==> src/rtl/request_registry_if.sv <==
// Button, clear-strobe and request-status bundle of the elevator request registry.
// The master side drives buttons, strobes and floor; the slave (registry) drives the status.
interface request_registry_if #(
    parameter int LEVELS  = 8,
    parameter int LEVEL_W = 3
);

    logic [LEVELS-1:0]                  btn_in;
    logic [LEVELS-1:0]                  btn_up_out;
    logic [LEVELS-1:0]                  btn_down_out;
    logic [LEVELS-1:0]                  inactivate_in_levels;
    logic [LEVELS-1:0]                  inactivate_out_up_levels;
    logic [LEVELS-1:0]                  inactivate_out_down_levels;
    logic [LEVEL_W-1:0]                 current_level;
    logic [LEVELS-1:0]                  active_in_levels;
    logic [LEVELS-1:0]                  active_out_up_levels;
    logic [LEVELS-1:0]                  active_out_down_levels;
    logic                               req_above;
    logic                               req_below;
    logic                               req_here;
    logic [$clog2(3*LEVELS+1)-1:0]      pending_count;

    modport master (
        output btn_in, btn_up_out, btn_down_out,
        output inactivate_in_levels, inactivate_out_up_levels, inactivate_out_down_levels,
        output current_level,
        input  active_in_levels, active_out_up_levels, active_out_down_levels,
        input  req_above, req_below, req_here, pending_count
    );

    modport slave (
        input  btn_in, btn_up_out, btn_down_out,
        input  inactivate_in_levels, inactivate_out_up_levels, inactivate_out_down_levels,
        input  current_level,
        output active_in_levels, active_out_up_levels, active_out_down_levels,
        output req_above, req_below, req_here, pending_count
    );

endinterface

==> src/rtl/request_registry.sv <==
// Elevator request registry: synchronizes raw buttons, latches pending floor requests.
// Define REQUEST_REGISTRY_DEBOUNCE_EN to compile in the per-bit debounce filters.
module request_registry #(
    parameter int LEVELS          = 8,
    parameter int DEBOUNCE_CYCLES = 4,
    parameter int LEVEL_W         = 3
) (
    input logic               clk,
    input logic               reset,
    request_registry_if.slave bus
);

    localparam int NB    = 3 * LEVELS;
    localparam int CNT_W = $clog2(3 * LEVELS + 1);
    // up[LEVELS-1] and down[0] have no physical button, so they are tied off.
    localparam logic [NB-1:0] VALID =
        ~((NB'(1) << (2 * LEVELS - 1)) | (NB'(1) << (2 * LEVELS)));

    if (LEVELS < 2) begin : g_chk_levels
        $error("LEVELS must be at least 2");
    end
    if (DEBOUNCE_CYCLES < 1) begin : g_chk_debounce
        $error("DEBOUNCE_CYCLES must be at least 1");
    end
    if (LEVEL_W < $clog2(LEVELS)) begin : g_chk_level_w
        $error("LEVEL_W too narrow for LEVELS");
    end

    logic [NB-1:0] raw;
    logic [NB-1:0] clear;
    logic [NB-1:0] filt;
    logic [NB-1:0] rise;
    logic [NB-1:0] sync1_q;
    logic [NB-1:0] sync2_q;
    logic [NB-1:0] filt_dly_q;
    logic [NB-1:0] active_q;
    logic [NB-1:0] active_d;

    assign raw   = {bus.btn_down_out, bus.btn_up_out, bus.btn_in} & VALID;
    assign clear = {bus.inactivate_out_down_levels, bus.inactivate_out_up_levels,
                    bus.inactivate_in_levels};

    assign rise     = filt & ~filt_dly_q;
    assign active_d = (active_q | rise) & ~clear;

    always_ff @(posedge clk) begin
        // NOTE: non-blocking assignments so every flop samples its pre-edge inputs.
        if (reset) begin
            sync1_q    <= '0;
            sync2_q    <= '0;
            filt_dly_q <= '0;
            active_q   <= '0;
        end else begin
            sync1_q    <= raw;
            sync2_q    <= sync1_q;
            filt_dly_q <= filt;
            active_q   <= active_d;
        end
    end

`ifdef REQUEST_REGISTRY_DEBOUNCE_EN
    localparam int DB_W = (DEBOUNCE_CYCLES > 1) ? $clog2(DEBOUNCE_CYCLES) : 1;
    localparam logic [DB_W-1:0] DB_LAST = DB_W'(DEBOUNCE_CYCLES - 1);

    logic [DB_W-1:0] cnt_q [NB];
    logic [DB_W-1:0] cnt_d [NB];
    logic [NB-1:0]   filt_q;
    logic [NB-1:0]   filt_d;

    always_comb begin
        filt_d = filt_q;
        for (int j = 0; j < NB; j++) begin
            cnt_d[j] = '0;
            if (sync2_q[j] != filt_q[j]) begin
                if (cnt_q[j] == DB_LAST) begin
                    filt_d[j] = sync2_q[j];
                end else begin
                    cnt_d[j] = cnt_q[j] + 1'b1;
                end
            end
        end
    end

    always_ff @(posedge clk) begin
        // NOTE: the counter array is ordinary state, so each element is reset explicitly.
        if (reset) begin
            for (int j = 0; j < NB; j++) begin
                cnt_q[j] <= '0;
            end
            filt_q <= '0;
        end else begin
            cnt_q  <= cnt_d;
            filt_q <= filt_d;
        end
    end

    assign filt = filt_q;
`else
    assign filt = sync2_q;
`endif

    logic [LEVELS-1:0] any_pending;
    logic              above_c;
    logic              below_c;
    logic              here_c;
    logic [CNT_W-1:0]  count_c;

    assign any_pending = active_q[LEVELS-1:0] | active_q[2*LEVELS-1:LEVELS]
                       | active_q[3*LEVELS-1:2*LEVELS];

    always_comb begin
        // NOTE: every output gets a default first, so no path can infer a latch.
        above_c = 1'b0;
        below_c = 1'b0;
        here_c  = 1'b0;
        count_c = '0;
        for (int i = 0; i < LEVELS; i++) begin
            if (any_pending[i]) begin
                if (i > int'(bus.current_level)) begin
                    above_c = 1'b1;
                end else if (i < int'(bus.current_level)) begin
                    below_c = 1'b1;
                end else begin
                    here_c = 1'b1;
                end
            end
        end
        for (int j = 0; j < NB; j++) begin
            count_c = count_c + CNT_W'(active_q[j]);
        end
    end

    assign bus.active_in_levels       = active_q[LEVELS-1:0];
    assign bus.active_out_up_levels   = active_q[2*LEVELS-1:LEVELS];
    assign bus.active_out_down_levels = active_q[3*LEVELS-1:2*LEVELS];
    assign bus.req_above              = above_c;
    assign bus.req_below              = below_c;
    assign bus.req_here               = here_c;
    assign bus.pending_count          = count_c;

endmodule

==> src/flat_wrapper.sv <==
// flat-port wrapper written by rule: the top's interface ports become plain ports
module request_registry_flat 
#(
    parameter int LEVELS          = 8,
    parameter int DEBOUNCE_CYCLES = 4,
    parameter int LEVEL_W         = 3
)
  (clk, reset, bus_btn_in, bus_btn_up_out, bus_btn_down_out, bus_inactivate_in_levels, bus_inactivate_out_up_levels, bus_inactivate_out_down_levels, bus_current_level, bus_active_in_levels, bus_active_out_up_levels, bus_active_out_down_levels, bus_req_above, bus_req_below, bus_req_here, bus_pending_count);
  request_registry_if #(.LEVELS(LEVELS), .LEVEL_W(LEVEL_W)) bus_i ();
  input logic clk;
  input logic reset;
  input wire logic [$bits(bus_i.btn_in)-1:0] bus_btn_in;
  input wire logic [$bits(bus_i.btn_up_out)-1:0] bus_btn_up_out;
  input wire logic [$bits(bus_i.btn_down_out)-1:0] bus_btn_down_out;
  input wire logic [$bits(bus_i.inactivate_in_levels)-1:0] bus_inactivate_in_levels;
  input wire logic [$bits(bus_i.inactivate_out_up_levels)-1:0] bus_inactivate_out_up_levels;
  input wire logic [$bits(bus_i.inactivate_out_down_levels)-1:0] bus_inactivate_out_down_levels;
  input wire logic [$bits(bus_i.current_level)-1:0] bus_current_level;
  output wire logic [$bits(bus_i.active_in_levels)-1:0] bus_active_in_levels;
  output wire logic [$bits(bus_i.active_out_up_levels)-1:0] bus_active_out_up_levels;
  output wire logic [$bits(bus_i.active_out_down_levels)-1:0] bus_active_out_down_levels;
  output wire logic [$bits(bus_i.req_above)-1:0] bus_req_above;
  output wire logic [$bits(bus_i.req_below)-1:0] bus_req_below;
  output wire logic [$bits(bus_i.req_here)-1:0] bus_req_here;
  output wire logic [$bits(bus_i.pending_count)-1:0] bus_pending_count;
  assign bus_i.btn_in = bus_btn_in;
  assign bus_i.btn_up_out = bus_btn_up_out;
  assign bus_i.btn_down_out = bus_btn_down_out;
  assign bus_i.inactivate_in_levels = bus_inactivate_in_levels;
  assign bus_i.inactivate_out_up_levels = bus_inactivate_out_up_levels;
  assign bus_i.inactivate_out_down_levels = bus_inactivate_out_down_levels;
  assign bus_i.current_level = bus_current_level;
  assign bus_active_in_levels = bus_i.active_in_levels;
  assign bus_active_out_up_levels = bus_i.active_out_up_levels;
  assign bus_active_out_down_levels = bus_i.active_out_down_levels;
  assign bus_req_above = bus_i.req_above;
  assign bus_req_below = bus_i.req_below;
  assign bus_req_here = bus_i.req_here;
  assign bus_pending_count = bus_i.pending_count;
  request_registry #(.LEVELS(LEVELS), .DEBOUNCE_CYCLES(DEBOUNCE_CYCLES), .LEVEL_W(LEVEL_W)) u_core (.clk(clk), .reset(reset), .bus(bus_i));
endmodule
==> config.mk <==
export PLATFORM = sky130hd
export DESIGN_NAME = request_registry_flat
export DESIGN_NICKNAME = d
export VERILOG_FILES = /design/src/rtl/request_registry_if.sv /design/src/rtl/request_registry.sv /design/src/flat_wrapper.sv
export SDC_FILE = /design/constraint.sdc
export NUM_CORES = 1
export LEC_CHECK = 0
export CORE_ASPECT_RATIO = 1.2
export CORE_UTILIZATION = 45
export DETAILED_ROUTE_END_ITERATION = 7
export PLACE_DENSITY = 0.74
export SLEW_MARGIN = 20
export SYNTH_ARGS = -nofsm -noshare
export SYNTH_HDL_FRONTEND = slang
export SYNTH_SLANG_ARGS = --single-unit
==> constraint.sdc <==
create_clock -name clk -period 5.85 [get_ports clk]
set_input_delay 1.4625 -clock clk [delete_from_list [all_inputs] [get_ports clk]]
set_output_delay 1.4625 -clock clk [all_outputs]
set_load 0.005 [all_outputs]
* Word level (Yosys, flattened, before mapping)
Cells that the tools add are included.
Word-level totals: register bits after elaboration 96, input bits 53, word-level logic and storage cells 105
Cells by class: add/sub/neg operators 23, magnitude comparators 14, muxes and demuxes 56, bitwise logic cells 7
Operators with widths (number):
- $add 5x1->5 | 22
- $mux 1 | 56
- $and 24x24->24 | 2
- $not 24->24 | 2
- $or 24x24->24 | 1
- $or 8x8->8 | 2
- $gt 3x3->1 const A | 4
- $lt 3x3->1 const A | 3
- $gt 2x3->1 const A | 2
- $lt 1x3->1 const A | 2
- $lt 2x3->1 const A | 2
- $gt 1x3->1 const A | 1
- $add 1x1->2 | 1

* Longest topological paths before layout
Gate-level depths: netlist of the first run.
depth after elaboration 23, gate-level depth with buffers 16, gate-level depth less buffers 16

* Worst setup path before layout of the first run
No wires, ideal clock.
path kind reg2out, start point register u_core.active_q[1], end point output port bus_pending_count[1], arrival time 4.068 ns, path slack 0.320 ns, stages on the path, launching flop included 15, path buffers 0, cells stage by stage dfxtp_1 -> ha_1 -> inv_1 -> fa_1 -> inv_1 -> fa_1 -> fa_1 -> fa_1 -> inv_1 -> fa_1 -> inv_1 -> fa_1 -> inv_1 -> fa_1 -> inv_1
Between the ends: cells in the longest elaborated chain, start to end 23
RTL lines:
- start: declaration | line request_registry.sv:36 | logic [NB-1:0] active_q;
- start signal: assignment | line request_registry.sv:57 | active_q <= active_d;
- $add 1x1->2 | line request_registry.sv:129 | count_c = count_c + CNT_W'(active_q[j]);
- $add 5x1->5 (22 in series) | line request_registry.sv:129
- end: declaration | line flat_wrapper.sv:25 | output wire logic [$bits(bus_i.pending_count)-1:0] bus_pending_count;
No other way between the ends.

* Worst setup path after layout of the first run
Ends and elaborated chain as after synthesis.

==> impl_metrics.env, run 1 <==
export IMPL_status="complete, but fails checks"
export IMPL_violations="setup timing"
export IMPL_final_hold_violation_count=0
export IMPL_drv_cap=0
export IMPL_drt_initial_drc_count=58
export IMPL_syn_to_final_growth_pct=35.78
export IMPL_grt_start_max_net_pins=75
export IMPL_ff2ff_path_depth=3
export IMPL_filler_cell_count=622
export IMPL_drt_drc_violations_left=0
export IMPL_synth_nets=404
export IMPL_clock_latency_ns=0.35
export IMPL_max_slew_worst_pin_slew_ns=0.6946
export IMPL_slew_headroom_pct=53.69
export IMPL_r2r_start="u_core.active_q[6]"
export IMPL_fmax_ghz=0.1682
export IMPL_startpoint_type="flop"
export IMPL_vias_per_cell=4.570
export IMPL_yosysUniqueCellTypes=28
export IMPL_leakagePower_uw=0.001886
export IMPL_ys_ff_latch=90
export IMPL_crit_family="adder cells"
export IMPL_cts_sinks=90
export IMPL_core_area_um2=7274
export IMPL_max_stage_delay_ns=0.49
export IMPL_core_rowCount=34
export IMPL_htreeDepth=3
export IMPL_gp_congestion=0.7519
export IMPL_antenna_found_initial=0
export IMPL_final_cell_mix="dfxtp_1 (88), clkdlybuf4s50_1 (76), nor2b_1 (67), inv_1 (51), nor3_1 (26)"
export IMPL_crit_arrival_ns=4.48
export IMPL_fin_ws_ns=-0.09687
export IMPL_min_period_ns=5.947
export IMPL_r2r_slack_ns=5.02
export IMPL_holdCritPathClass="reg2reg"
export IMPL_root_buffer="clkbuf_8"
export IMPL_p_total_uw=1189
export IMPL_final_cells=519
export IMPL_setup_violations=4
export IMPL_seq_area_frac_synth_pct=53.18
export IMPL_powerDensity_nw_per_um2=258.5
export IMPL_start_util_pct=46.58
export IMPL_crit_type="reg2out"
export IMPL_finalMaxSlewViolations=0
export IMPL_endpoint_kind="output port"
export IMPL_dr_total_vias=2372
export IMPL_multi_input_area_um2=1368
export IMPL_clk_pin_slew_ns=0.08
export IMPL_antennaDiodeCount=0
export IMPL_rsz0062_at_grt="true"
export IMPL_whs_ns=0.4403
export IMPL_dp_cells=502
export IMPL_cp_max_fo=2
export IMPL_ant_nets=0
export IMPL_die_area_um2=7882
export IMPL_cts_made_buffers=9
export IMPL_vdd_drop_max_mv=0.1661
export IMPL_place_hpwl_um=4805
export IMPL_track_usage_pct=18.16
export IMPL_cp_num_buf_inv=7
export IMPL_hold_end="u_core.filt[9]"
export IMPL_synthCells=327
export IMPL_drive_gt1_share_pct=12.35
export IMPL_syn_avg_cell_area_um2=10.36
export IMPL_first_pass_iters=4
export IMPL_path_cells="ha_4 > inv_2 > fa_1 > inv_1 > fa_1 > fa_1 > fa_1 > inv_1 > fa_1 > inv_2 > fa_2 > inv_2 > fa_2 > inv_2 > buf_6"
export IMPL_die_w_um=81.21
export IMPL_hold_start="u_core.sync1_q[9]"
export IMPL_crit_path_frequent_cell="fa_1"
export IMPL_grt_pass1_wl_um=10380
export IMPL_ys_warn_count=0
export IMPL_cts_tree="yes"
export IMPL_final_period_utilization_pct=101.7
export IMPL_cpMaxStageDelayCell="fa_1"
export IMPL_wirelength_um=6441
export IMPL_die_h_um=97.06
export IMPL_seqCellArea_um2=1804
export IMPL_required_ns=4.39
export IMPL_finClkSkew_ns=0.003857
export IMPL_r2r_end="u_core.active_q[6]"
export IMPL_numPortBuffers=82
export IMPL_mostFrequentLayoutCell="dfxtp_1"
export IMPL_gr_total_overflow=0
export IMPL_wl_per_cell_um=12.41
export IMPL_finalNetCount=501
export IMPL_clockBufferDepth=2
export IMPL_whs_path_depth=1
export IMPL_post_route_util_pct=63.24
export IMPL_grt_pass1_vias=2284
export IMPL_io_pin_count=85
export IMPL_syn_area_um2=3388
[per-layer routing]
| metal | GRT usage [%] | up-vias | wire length [µm] |
|---|---|---|---|
| li1 | - | 1216 | - |
| met1 | 20.29 | 1080 | 2632 |
| met2 | 30.58 | 63 | 3348 |
| met3 | 5.915 | 13 | 301 |
| met4 | 8.379 | 0 | 157 |
| met5 | 0 | - | 0 |
[report_power, final]
group / internal [µW] / switching (µW) / leakage (µW)
clock network: 201 / 206 / 0.000102
logic: 84.0 / 55.5 / 0.00105
registers: 634 / 9.46 / 0.000739
[cell usage after synthesis, drive strengths merged]
cell      n  area share [%]
dfxtp    90              53
nor2b    67              12
inv      56             6.2
nor3     30             5.2
a21oi    23             3.4
fa       17              10
clkbuf   10             1.1
ha        7             2.6
nand2     4            0.44
o21ai     4            0.59
nor2      3            0.33
mux4      2             1.3
nor3b     2            0.44
xnor2     2            0.52
a2111oi   1            0.30
a21o      1            0.22
a22oi     1            0.22
a31oi     1            0.18
mux2i     1            0.30
nand2b    1            0.18
nand3     1            0.15
o221ai    1            0.26
o22ai     1            0.18
o311ai    1            0.26
[cell families after synthesis]
| logic type | Yosys count | synth area share (%) |
|---|---|---|
| AOI/OAI and AO/OA | 34 | 5.614 |
| adders and majority gates | 24 | 12.63 |
| muxes | 3 | 1.625 |
| DFF | 90 | 53.18 |
| buffers and inverters | 66 | 7.312 |
| and+or+nand+nor | 108 | 19.13 |
| xor gates and xnor gates | 2 | 0.5171 |
[sequential cells by signal (all words and copies together) (netlist names)]
name	cells
u_core.filt	22
u_core.filt_dly_q	22
u_core.sync1_q	22
u_core.active_q	24
[how the worst max path moves through the flow]
stage / startpoint / end / slack [ns] / cells after the start
after floorplan: u_core.active_q[1] / bus_pending_count[1] / 0.32 / 14
after global placement: u_core.active_q[0] / bus_pending_count[3] / -0.20 / 15
after detailed placement: u_core.active_q[1] / bus_pending_count[1] / -0.24 / 15
after CTS: u_core.active_q[1] / bus_pending_count[4] / -0.16 / 17
after global routing: u_core.active_q[1] / bus_pending_count[4] / -0.30 / 17
final: u_core.active_q[1] / bus_pending_count[1] / -0.1 / 15
[metrics by stage]
stage                     worst slack (ns)  setup TNS (ns)  instance area, µm²
after global placement             -0.2002         -0.6935                4377
after global routing               -0.2977          -1.119                4601
after detailed placement           -0.2384         -0.8608                4377
final                             -0.09687         -0.3482                4601
after floorplan                     0.3197               0                3388
after CTS                          -0.1634         -0.4481                4593
[area by class of cell]
type / instances / area share (%)
clock buffers: 13 / 3.889
multi-input cells: 171 / 29.73
flip-flops and latches: 90 / 39.22
clock inverters: 3 / 0.4623
well taps: 90 / 2.448
inverters: 56 / 4.569
repair buffers: 96 / 19.69
[repair_timing]
action | CTS | global route
hold endpoints to repair | 0 | 0
hold buffers | 0 | 0
setup endpoints to repair | 5 | 4
setup buffers | 0 | 1
resized for setup | 28 | 1
pin swaps | 8 | 2
No activity file was read; power rests on OpenSTA's default activity.
==> run 2: changes to the inputs <==
==> constraint.sdc (replaced) <==
create_clock -name clk -period 6.7 [get_ports clk]
set_input_delay 1.675 -clock clk [delete_from_list [all_inputs] [get_ports clk]]
set_output_delay 1.675 -clock clk [all_outputs]
set_load 0.005 [all_outputs]
==> impl_metrics.env, run 2 (synthesized netlist as in run 1, its figures left out) <==
export IMPL_die_h_um=97.06
export IMPL_root_buffer="clkbuf_8"
export IMPL_powerDensity_nw_per_um2=221.4
export IMPL_cp_num_buf_inv=7
export IMPL_crit_family="adder cells"
export IMPL_core_area_um2=7274
export IMPL_setup_violations=0
export IMPL_clk_pin_slew_ns=0.08
export IMPL_vdd_drop_max_mv=0.1452
export IMPL_sw_frac_of_total_pct=23.16
export IMPL_io_pin_count=85
export IMPL_whs_path_depth=1
export IMPL_post_cts_buffers=0
export IMPL_drive_gt1_share_pct=6.235
export IMPL_startpoint_type="flop"
export IMPL_grt_pass1_vias=2307
export IMPL_ff2ff_path_depth=2
export IMPL_crit_arrival_ns=4.98
export IMPL_slew_headroom_pct=43.70
export IMPL_dpl_cell_area_um2=4294
export IMPL_crit_type="reg2out"
export IMPL_grt_pass1_wl_um=10230
export IMPL_r2r_slack_ns=5.90
export IMPL_seqPwrFrac_pct=56.9
export IMPL_largest_register_ffs=24
export IMPL_regMostFlops="u_core.active_q"
export IMPL_comb_power_share_pct=11.9
export IMPL_place_hpwl_um=4597
export IMPL_hold_start="u_core.sync1_q[18]"
export IMPL_wl_per_cell_um=12.22
export IMPL_htreeDepth=3
export IMPL_mostFrequentLayoutCell="dfxtp_1"
export IMPL_ctsHoldBuffers=0
export IMPL_syn_to_final_growth_pct=31.65
export IMPL_cp_max_fo=4
export IMPL_grt_start_max_net_pins=91
export IMPL_r2r_end="u_core.active_q[11]"
export IMPL_cts_sinks=90
export IMPL_required_ns=5.03
export IMPL_ant_nets=0
export IMPL_clockBufferDepth=2
export IMPL_drv_cap=0
export IMPL_finalNetCount=489
export IMPL_status="completed"
export IMPL_clock_latency_ns=0.34
export IMPL_dr_total_vias=2345
export IMPL_post_route_util_pct=61.32
export IMPL_gp_congestion=0.7637
export IMPL_wirelength_um=6194
export IMPL_r2r_start="u_core.active_q[11]"
export IMPL_worstSetupStartpoint="u_core.active_q[0]"
export IMPL_leakagePower_uw=0.001816
export IMPL_track_usage_pct=17.40
export IMPL_die_area_um2=7882
export IMPL_finClkSkew_ns=0.007358
export IMPL_first_pass_iters=4
export IMPL_whs_ns=0.4368
export IMPL_antennaDiodeCount=0
export IMPL_rsz0062_at_grt="true"
export IMPL_cts_made_buffers=9
export IMPL_fmax_ghz=0.1503
export IMPL_min_period_ns=6.652
export IMPL_final_cell_mix="dfxtp_1 (89), clkdlybuf4s50_1 (78), nor2b_1 (67), inv_1 (55), nor3_1 (26)"
export IMPL_cpMaxStageDelayCell="fa_1"
export IMPL_pwr_share_clk_pct=31.2
export IMPL_drt_initial_drc_count=62
export IMPL_die_w_um=81.21
export IMPL_core_rowCount=34
export IMPL_vias_per_cell=4.625
export IMPL_max_stage_delay_ns=0.52
export IMPL_hold_end="u_core.filt[18]"
export IMPL_finalMaxSlewViolations=0
export IMPL_gr_total_overflow=0
export IMPL_switching_power_uw=228.8
export IMPL_cellInternalPower_uw=759.0
export IMPL_final_hold_violation_count=0
export IMPL_p_total_uw=987.7
export IMPL_path_cells="ha_1 > inv_1 > fa_1 > inv_1 > fa_1 > fa_1 > fa_1 > inv_1 > fa_1 > inv_1 > fa_2 > inv_1 > fa_1 > inv_1 > clkdlybuf4s50_1"
export IMPL_drt_drc_violations_left=0
export IMPL_final_period_utilization_pct=99.28
export IMPL_start_util_pct=46.58
export IMPL_endpoint_kind="output port"
export IMPL_max_slew_worst_pin_slew_ns=0.8445
export IMPL_cts_tree="yes"
export IMPL_numPortBuffers=82
export IMPL_holdCritPathClass="reg2reg"
export IMPL_final_area_um2=4461
export IMPL_antenna_found_initial=0
[run 2: cell types whose count changed in the layout (fill, tap and decap cells not counted), sizes merged]
cell           before  now
clkinv              2    4
clkbuf             13   11
buf                19    3
dlygate4sd2         1    2
dlymetal6s2s        0    1
clkdlybuf4s50      76   78
[run 2: how the worst max path moves through the flow]
stage	to	slack [ns]	cells past startpoint
after detailed placement	bus_pending_count[1]	0.29	15
after global placement	bus_pending_count[3]	0.38	15
after floorplan	bus_pending_count[1]	0.96	14
after global routing	bus_pending_count[1]	-0.14	15
after CTS	bus_pending_count[1]	-0.04	15
final	bus_pending_count[1]	0.05	15
[run 2: timing repair]
| action | 4_1_cts | 5_1_grt |
|---|---|---|
| resized for setup | 3 | 2 |
| pin swaps | 1 | 3 |
| setup endpoints to repair | 4 | 2 |
[run 2: area by class of cell]
type,instances,area [µm²]
well taps,90,112.6
inverters,56,210.2
clock buffers,11,131.4
fillers,635,2814
multi-input cells,171,1341
flip-flops and latches,90,1803
clock inverters,5,31.28
repair buffers,84,830.8
[run 2: per-layer routing]
| layer | track usage [%] | wire length [µm] | vias up |
|---|---|---|---|
| li1 | - | - | 1190 |
| met1 | 19.93 | 2570 | 1076 |
| met2 | 29.48 | 3185 | 70 |
| met3 | 5.070 | 335 | 9 |
| met4 | 7.418 | 103 | 0 |
| met5 | 0 | 0 | - |
[run 2: per-stage QoR]
stage | instances | setup slack, ns | setup TNS (ns)
2_1_floorplan | 327 | 0.9572 | 0
3_3_place_gp | 491 | 0.3763 | 0
3_5_place_dp | 491 | 0.2877 | 0
4_1_cts | 507 | -0.04435 | -0.04435
5_1_grt | 507 | -0.1441 | -0.1441
6_report | 507 | 0.04825 | 0
[run 2: power groups by stage]
stage / Clock (µW) / Sequential [µW] / Combinational, µW
CTS: 320 / 563 / 119
finish: 308 / 562 / 118
global route: 344 / 565 / 131
floorplan: 0 / 573 / 57.5
global placement: 0 / 575 / 113
detailed placement: 0 / 575 / 119
